--- src/rtl/riscv_pipe_pkg.sv ---
// Shared types and field indices for the RISC-V pipeline registers.
package riscv_pipe_pkg;

  localparam int DEF_XLEN    = 32;
  localparam int DEF_RADDR_W = 5;

  localparam int M_BRANCH    = 2;
  localparam int M_MEMREAD   = 1;
  localparam int M_MEMWRITE  = 0;
  localparam int WB_REGWRITE = 1;
  localparam int WB_MEMTOREG = 0;

  typedef struct packed {
    logic [1:0]               wb_ctl;
    logic [2:0]               m_ctl;
    logic [DEF_XLEN-1:0]      add_result;
    logic                     zero;
    logic [DEF_XLEN-1:0]      alu_result;
    logic [DEF_XLEN-1:0]      rs2_data;
    logic [DEF_RADDR_W-1:0]   rd;
  } ex_mem_payload_t;

endpackage

--- src/rtl/pipe_skid_slot.sv ---
// One pipeline slot: a valid flag plus a payload that only changes on load.
// Clear beats load, so a squash always empties the slot.
module pipe_skid_slot #(
  parameter int PAYLOAD_W = 8
) (
  input  logic                 clk,
  input  logic                 rst_n,
  input  logic                 load_i,
  input  logic                 clear_i,
  input  logic [PAYLOAD_W-1:0] d_i,
  output logic                 valid_o,
  output logic [PAYLOAD_W-1:0] data_o
);

  logic                 valid_q;
  logic [PAYLOAD_W-1:0] data_q;

  always_ff @(posedge clk or negedge rst_n) begin
    if (!rst_n) begin
      valid_q <= 1'b0;
      data_q  <= '0;
    end else if (clear_i) begin
      valid_q <= 1'b0;
    end else if (load_i) begin
      valid_q <= 1'b1;
      data_q  <= d_i;
    end
  end

  assign valid_o = valid_q;
  assign data_o  = data_q;

endmodule

--- src/rtl/ex_mem_stage_reg.sv ---
// EX/MEM pipeline register: main slot M feeds MEM, skid slot S absorbs one
// extra entry so in_ready is a pure flop output.
module ex_mem_stage_reg
  import riscv_pipe_pkg::*;
#(
  parameter int XLEN        = DEF_XLEN,
  parameter int RADDR_W     = DEF_RADDR_W,
  parameter int WB_W        = 2,
  parameter int STALL_CNT_W = 16
) (
  input  logic                   clk,
  input  logic                   rst_n,
  input  logic                   flush,
  input  logic                   in_valid,
  output logic                   in_ready,
  input  logic [WB_W-1:0]        in_wb_ctl,
  input  logic [2:0]             in_m_ctl,
  input  logic [XLEN-1:0]        in_add_result,
  input  logic                   in_zero,
  input  logic [XLEN-1:0]        in_alu_result,
  input  logic [XLEN-1:0]        in_rs2_data,
  input  logic [RADDR_W-1:0]     in_rd,
  output logic                   out_valid,
  input  logic                   out_ready,
  output logic [WB_W-1:0]        wb_ctl,
  output logic                   branch,
  output logic                   memread,
  output logic                   memwrite,
  output logic [XLEN-1:0]        add_result,
  output logic                   zero,
  output logic [XLEN-1:0]        alu_result,
  output logic [XLEN-1:0]        rs2_data,
  output logic [RADDR_W-1:0]     rd,
  output logic                   branch_taken,
  output logic                   fwd_en,
  output logic [RADDR_W-1:0]     fwd_rd,
  output logic [XLEN-1:0]        fwd_data,
  output logic [STALL_CNT_W-1:0] stall_cnt
);

  localparam int PW = WB_W + 3 + XLEN + 1 + XLEN + XLEN + RADDR_W;

  logic          m_valid, s_valid;
  logic [PW-1:0] m_data, s_data, in_data, m_d;
  logic          accept, m_free, m_stall;
  logic          m_load, m_clear, s_load, s_clear;

  logic [WB_W-1:0]    m_wb;
  logic [2:0]         m_m;
  logic [XLEN-1:0]    m_add, m_alu, m_rs2;
  logic               m_zero;
  logic [RADDR_W-1:0] m_rd;

  assign in_data = {in_wb_ctl, in_m_ctl, in_add_result, in_zero,
                    in_alu_result, in_rs2_data, in_rd};

  assign in_ready = ~s_valid;
  assign accept   = in_valid & in_ready;
  assign m_free   = out_ready | ~m_valid;
  assign m_stall  = m_valid & ~out_ready;

  // S always drains into M first to keep FIFO order.
  assign m_d     = s_valid ? s_data : in_data;
  assign m_load  = ~flush & m_free & (s_valid | accept);
  assign m_clear = flush | (m_free & ~s_valid & ~accept);
  assign s_load  = ~flush & ~m_free & accept;
  assign s_clear = flush | (m_free & s_valid);

  pipe_skid_slot #(.PAYLOAD_W(PW)) u_main (
    .clk     (clk),
    .rst_n   (rst_n),
    .load_i  (m_load),
    .clear_i (m_clear),
    .d_i     (m_d),
    .valid_o (m_valid),
    .data_o  (m_data)
  );

  pipe_skid_slot #(.PAYLOAD_W(PW)) u_skid (
    .clk     (clk),
    .rst_n   (rst_n),
    .load_i  (s_load),
    .clear_i (s_clear),
    .d_i     (in_data),
    .valid_o (s_valid),
    .data_o  (s_data)
  );

  assign {m_wb, m_m, m_add, m_zero, m_alu, m_rs2, m_rd} = m_data;

  // Bubbles must never touch memory, redirect the PC or write a register.
  always_comb begin
    wb_ctl              = m_wb;
    wb_ctl[WB_REGWRITE] = m_wb[WB_REGWRITE] & m_valid;
  end

  assign out_valid    = m_valid;
  assign branch       = m_m[M_BRANCH];
  assign memread      = m_m[M_MEMREAD] & m_valid;
  assign memwrite     = m_m[M_MEMWRITE] & m_valid;
  assign add_result   = m_add;
  assign zero         = m_zero;
  assign alu_result   = m_alu;
  assign rs2_data     = m_rs2;
  assign rd           = m_rd;
  assign branch_taken = m_valid & m_m[M_BRANCH] & m_zero;

  assign fwd_en   = m_valid & m_wb[WB_REGWRITE] & (m_rd != '0);
  assign fwd_rd   = m_rd;
  assign fwd_data = m_alu;

  logic [STALL_CNT_W-1:0] stall_cnt_q, stall_cnt_d;

  always_comb begin
    stall_cnt_d = stall_cnt_q;
    if (m_stall && !(&stall_cnt_q))
      stall_cnt_d = stall_cnt_q + {{(STALL_CNT_W-1){1'b0}}, 1'b1};
  end

  always_ff @(posedge clk or negedge rst_n) begin
    if (!rst_n) stall_cnt_q <= '0;
    else        stall_cnt_q <= stall_cnt_d;
  end

  assign stall_cnt = stall_cnt_q;

endmodule

--- config.mk ---
export PLATFORM = sky130hd
export DESIGN_NAME = ex_mem_stage_reg
export DESIGN_NICKNAME = d
export VERILOG_FILES = /design/src/rtl/riscv_pipe_pkg.sv /design/src/rtl/pipe_skid_slot.sv /design/src/rtl/ex_mem_stage_reg.sv
export SDC_FILE = /design/constraint.sdc
export NUM_CORES = 1
export LEC_CHECK = 0
export BUFFER_PORTS_ARGS = -buffer_cell sky130_fd_sc_hd__buf_2
export CORE_ASPECT_RATIO = 0.8
export CORE_MARGIN = 5
export CORE_UTILIZATION = 45
export DETAILED_ROUTE_END_ITERATION = 16
export GPL_ROUTABILITY_DRIVEN = 0
export PLACE_DENSITY = 0.69
export SLEW_MARGIN = 20
export SYNTH_ARGS = -nofsm -noshare
export SYNTH_HDL_FRONTEND = slang
export SYNTH_SLANG_ARGS = --single-unit
--- constraint.sdc ---
create_clock -name clk -period 1.8 [get_ports clk]
set_input_delay 0.27 -clock clk [delete_from_list [all_inputs] [get_ports clk]]
set_output_delay 0.27 -clock clk [all_outputs]
set_load 0.02 [all_outputs]
**Yosys cells after proc, flatten, opt, wreduce, memory -nomap -nowiden**

Index checks and enable logic that the tools add are counted.

- Add/subtract/negate cells: 1
- Mux-type cells: 5
- Bitwise logic cells: 27
- Reductions and logical operators: 8

Operators by type and width:

| cell | count |
|---|---|
| two-way mux 107 bit | 1 |
| adder 16 x 1 -> 16 bit (second input constant) | 1 |
| AND reduction 16 bit | 1 |
| AND 1 bit | 15 |
| NOT 1 bit | 8 |
| nonzero test 5 bit | 1 |
| two-way mux 1 bit | 4 |
| OR 1 bit | 4 |
| AND reduction 2 bit | 2 |
| nonzero test 2 bit | 2 |
| logical AND 1 bit | 1 |
| logical NOT 1 bit | 1 |

- Flip-flop bits (word level): 232
- Bits of input ports: 112
- Output and inout port bits: 164
- Logic and storage cells: 46

**Longest topological paths before layout**

- Depth after elaboration: 7
- Depth in mapped cells: 7
- Depth with buffers taken out: 5

**Cells and area by module**

A second synthesis with hierarchy kept.

- Cells, all modules: 702
- Area total of the unflattened synthesis: 10691.5 µm²

By module, submodules not included:

| module | instances | cells each | area an instance (µm²) | sequential area each (µm²) |
|---|---|---|---|---|
| pipe_skid_slot | 2 | 230 | 4132.7 | 2702.6 |
| ex_mem_stage_reg | 1 | 242 | 2426.1 | 400.4 |

**Least setup slack after synthesis**

OpenSTA, ideal clock, no wires.

- Path kind: flip-flop to flip-flop
- From: register u_main.valid_q, in the netlist u_main.valid_o
- To: register u_skid.data_q[63], in the netlist u_skid.data_o[63]
- Library setup time: 0.125 ns
- Arrival time: 1.572 ns
- Required time: 1.675 ns
- Slack: 0.103 ns
- Cell stages (with the launch flop): 6
- Buffers on the path: 2
- Period minus slack after synthesis: 1.697 ns
- Cells stage by stage: dfrtp_1 -> and2b_2 -> nand3_4 -> buf_2 -> buf_6 -> mux2_2

- Word-level cells in the longest chain between the ends: 6
- Elaborated cells between the ends (all ways): 9
- Those cells by class: bitwise: 8; reduce/logical: 1

Ends and longest elaborated chain:

| what | line | RTL |
|---|---|---|
| start: declaration | pipe_skid_slot.sv:15 | `logic valid_q;` |
| start signal: assignment | pipe_skid_slot.sv:20 | `valid_q <= 1'b0;` |
| start signal: assignment | pipe_skid_slot.sv:23 | `valid_q <= 1'b0;` |
| start signal: assignment | pipe_skid_slot.sv:25 | `valid_q <= 1'b1;` |
| NOT 1 bit * | ex_mem_stage_reg.sv:59 | `assign m_free = out_ready \| ~m_valid;` |
| OR 1 bit * | ex_mem_stage_reg.sv:59 |  |
| AND 1 bit or NOT 1 bit (tied branches) | ex_mem_stage_reg.sv:67, ex_mem_stage_reg.sv:66 |  |
| OR 1 bit or AND 1 bit (tied branches) | ex_mem_stage_reg.sv:67, ex_mem_stage_reg.sv:66 |  |
| NOT 1 bit (no source line) or AND 1 bit (tied branches) | n/a |  |
| AND reduction 2 bit (no source line) * | n/a |  |
| end signal: assignment | pipe_skid_slot.sv:26 | `data_q <= d_i;` |
| end: declaration | pipe_skid_slot.sv:16 | `logic [PAYLOAD_W-1:0] data_q;` |

Every way passes the cells marked *; elsewhere a longest branch is shown, timed or not.
A chain may end at the register's enable or synchronous reset.

**Worst setup path after layout**

- From: register u_main.data_q[0], in the netlist u_main.data_o[0]
- To: output port fwd_en

- Word-level cells in the longest chain between the ends: 2

Ends and longest elaborated chain:

| what | line | RTL |
|---|---|---|
| start: declaration | pipe_skid_slot.sv:16 |  |
| start signal: assignment | pipe_skid_slot.sv:26 |  |
| nonzero test 5 bit | ex_mem_stage_reg.sv:108 | `assign fwd_en = m_valid & m_wb[WB_REGWRITE] & (m_rd != '0);` |
| AND 1 bit | ex_mem_stage_reg.sv:108 |  |
| end: declaration | ex_mem_stage_reg.sv:35 | `output logic fwd_en,` |

No other way between the ends.

==> summary.txt <==
status - finished with violations
violated checks - setup timing
Cell Pwr Density - 1134 nW/um2
Die X - 183.6 um
Hold Startpoint - in_add_result[24]
Largest delay share family, worst path - simple AND/OR/NAND/NOR gates
DR vias/cell - 4.917
largest net degree at the start of global routing - 105
R2R Path End - stall_cnt[15]
synthesis-stage register bit count - 232
core area - 23590 um2
register area - 5809 um2
most common cell after layout, fill and taps aside - buf_2
CP Max Fanout - 2
Crit. Startpoint - u_main.data_o[0]
crit-path cells - or4_4, o21a_1, buf_6
syn_area_per_cell - 11.81 um2
Synth warnings - 0
distinct cell type count after synthesis - 41
hold depth - 2
area delta synth->final - 21.97%
H-tree levels - 1
WP data required - 1530 ps
Leakage - 5.946 nW
Max Cap Violations - 0
Worst Tran Pin Value - 515.2 ps
Post-Synthesis Cell Area - 10840 um2
Filler cells - 2023
Buffers on Ports - 275
Ports - 276
largest family of logic cells by synthesized area - multiplexers
Clock Sinks - 232
WHS Endpoint - u_skid.data_o[94]
number of global-route vias before repair - 7234
nets - 1246
CP Class - reg2out
Die Ht - 148.8 um
CP max stage delay - 540 ps
GR Overflow Total - 0
dpl cells - 1344
GRT Total Usage - 0.1683
post-place setup slack - 160.4 ps
FF-to-FF path depth - 4
Fin. Hold Viols - 0
post-synthesis sequential area ratio - 0.5354
Antenna Cells - 0
Clock Path Buffers - 3
Starting Density - 0.4598
Final Setup Violations - 1
WL final - 23890 um
area of the multi-input gates - 3755 um2
initial antenna violation count - 1
Adder-Cell Fraction of Synth Area - 0.001154
Post-Route Skew - 9.924 ps
Final WS setup - -209.4 ps
clock latency on the worst-skew pair - 500 ps
Worst setup SP type - register
Max-Slew Margin vs Limit - 0.6566
Slowest cell on crit path - or4_4
Final Cycle Share - 1.116
R2R Path Start - stall_cnt[10]
layout cell share with drive strength beyond 1 - 0.3866
Routed WL per cell - 16.33 um
DRT iter0 DRCs - 225
Post-Synth XOR/XNOR Area - 0.005654
Final Slew Violations - 0
Tmin final - 2009 ps
Mapped Cells - 918
CTS tree - yes
Util after Layout - 0.5608
post-route ant nets - 0
VDD IR-drop max - 638.1 uV
ys async rst share - 1.000
DR vias - 7194
most frequent cells in the layout - 273 x buf_2, 231 x dfrtp_1, 119 x nor2_1
Post-synth EDFFs - 0
CP bufs+invs - 1
Arr. time, crit path - 1740 ps
drc violations - 0
Synth Flop Type - dfrtp_1
First-pass DRT Iterations - 6
CTS buffer count - 25
post-synthesis mux area share - 0.2130
R2R Setup Slk - 170 ps
first-pass GRT wire length - 38090 um
Worst setup EP type - output port
dpl hpwl - 15620 um
Post-Synth Simple-Gate Area - 0.06796
Final Hold Slack - 16.81 ps
die area - 27320 um2
Clock Tree Root - clkbuf_16
syn_nets - 1031
Compound-Gate Fraction of Synth Area - 0.05734
clk slew on worst S/H paths - 60 ps
Peak Freq - 497.7 MHz
Non-Filler Instances - 1463
RSZ-0062 raised after global routing - yes
Min-Delay Path Class - in2reg
cell row count - 50
[registers in the layout, summed over array words and instances (netlist names)]
| signal | count |
|---|---|
| u_skid.valid_o | 1 |
| u_main.data_o | 107 |
| u_skid.data_o | 107 |
| stall_cnt | 16 |
| u_main.valid_o | 1 |
[worst register-to-register path: cells and delay by family (launching register included)]
kind | cells | cell delay [ps]
AND/OR/NAND/NOR | 3 | 780
multiplexers | 1 | 320
flip-flops | 1 | 420
[stage by stage]
stage	setup TNS [ps]	area, um2	power (mW)
global route	-274.7	13230	15.78
CTS	-239.7	13200	15.15
floorplan	0	10840	9.567
finish	-209.4	13230	14.99
global placement	0	11670	10.03
detailed placement	0	11670	10.15
[layer usage]
metal  GRT usage  wire, um
met3     0.04364      1799
met5           0         9
met4     0.03351       488
met1      0.2265     10490
met2      0.2781     11110
[worst max-delay path by stage]
stage,end,cells past startpoint
final,fwd_en,3
after global routing,fwd_en,3
after CTS,fwd_en,3
after detailed placement,u_main.data_o[66],6
after global placement,u_skid.data_o[37],5
after floorplan,u_skid.data_o[63],5
[final cells by class]
class,instances,area share
Clock inverter,4,0.003406
Timing Repair Buffer,373,0.1893
Tap cell,312,0.02951
Multi-Input combinational cell,499,0.2839
Clock buffer,41,0.05411
Inverter,2,0.0005676
Sequential cell,232,0.4392
[logic make-up after synthesis]
kind of cell | Yosys count
muxes | 217
and+or+nand+nor | 154
buffers and inverters | 187
adders and majority gates | 1
xor gates and xnor gates | 7
AOI/OAI and AO/OA | 120
DFF | 232
[power breakdown]
| group | total [mW] | internal (mW) | switching [mW] |
|---|---|---|---|
| registers | 6.89 | 6.29 | 0.608 |
| logic | 3.29 | 1.45 | 1.83 |
| clock network | 4.81 | 2.84 | 1.97 |
[synthesized netlist by cell type (2+ instances only)]
library cell | number | area share
mux2_2 | 96 | 0.10
mux2i_1 | 107 | 0.099
nor3_1 | 2 | 0.00092
mux2_1 | 14 | 0.015
nand3_1 | 4 | 0.0018
clkbuf_1 | 3 | 0.0010
buf_4 | 140 | 0.097
xor2_1 | 4 | 0.0032
buf_6 | 3 | 0.0031
and2_1 | 3 | 0.0017
and3_1 | 3 | 0.0017
dfrtp_1 | 232 | 0.54
nand4_1 | 2 | 0.0012
a31oi_1 | 4 | 0.0023
inv_1 | 2 | 0.00069
a21oi_1 | 111 | 0.051
buf_2 | 37 | 0.017
nor4_4 | 2 | 0.0039
nand2_1 | 6 | 0.0021
buf_1 | 2 | 0.00069
nor2_1 | 119 | 0.041
xnor2_1 | 3 | 0.0024
[timing repair]
item | 4_1_cts | 5_1_grt
resized for setup | 4 | 1
hold buffers | 67 | 0
setup endpoints to repair | 2 | 3
cloned | 2 | 0
setup buffers | 2 | 3
endpoints found under the hold margin | 119 | 0
Power figures use the tool's default switching activity.
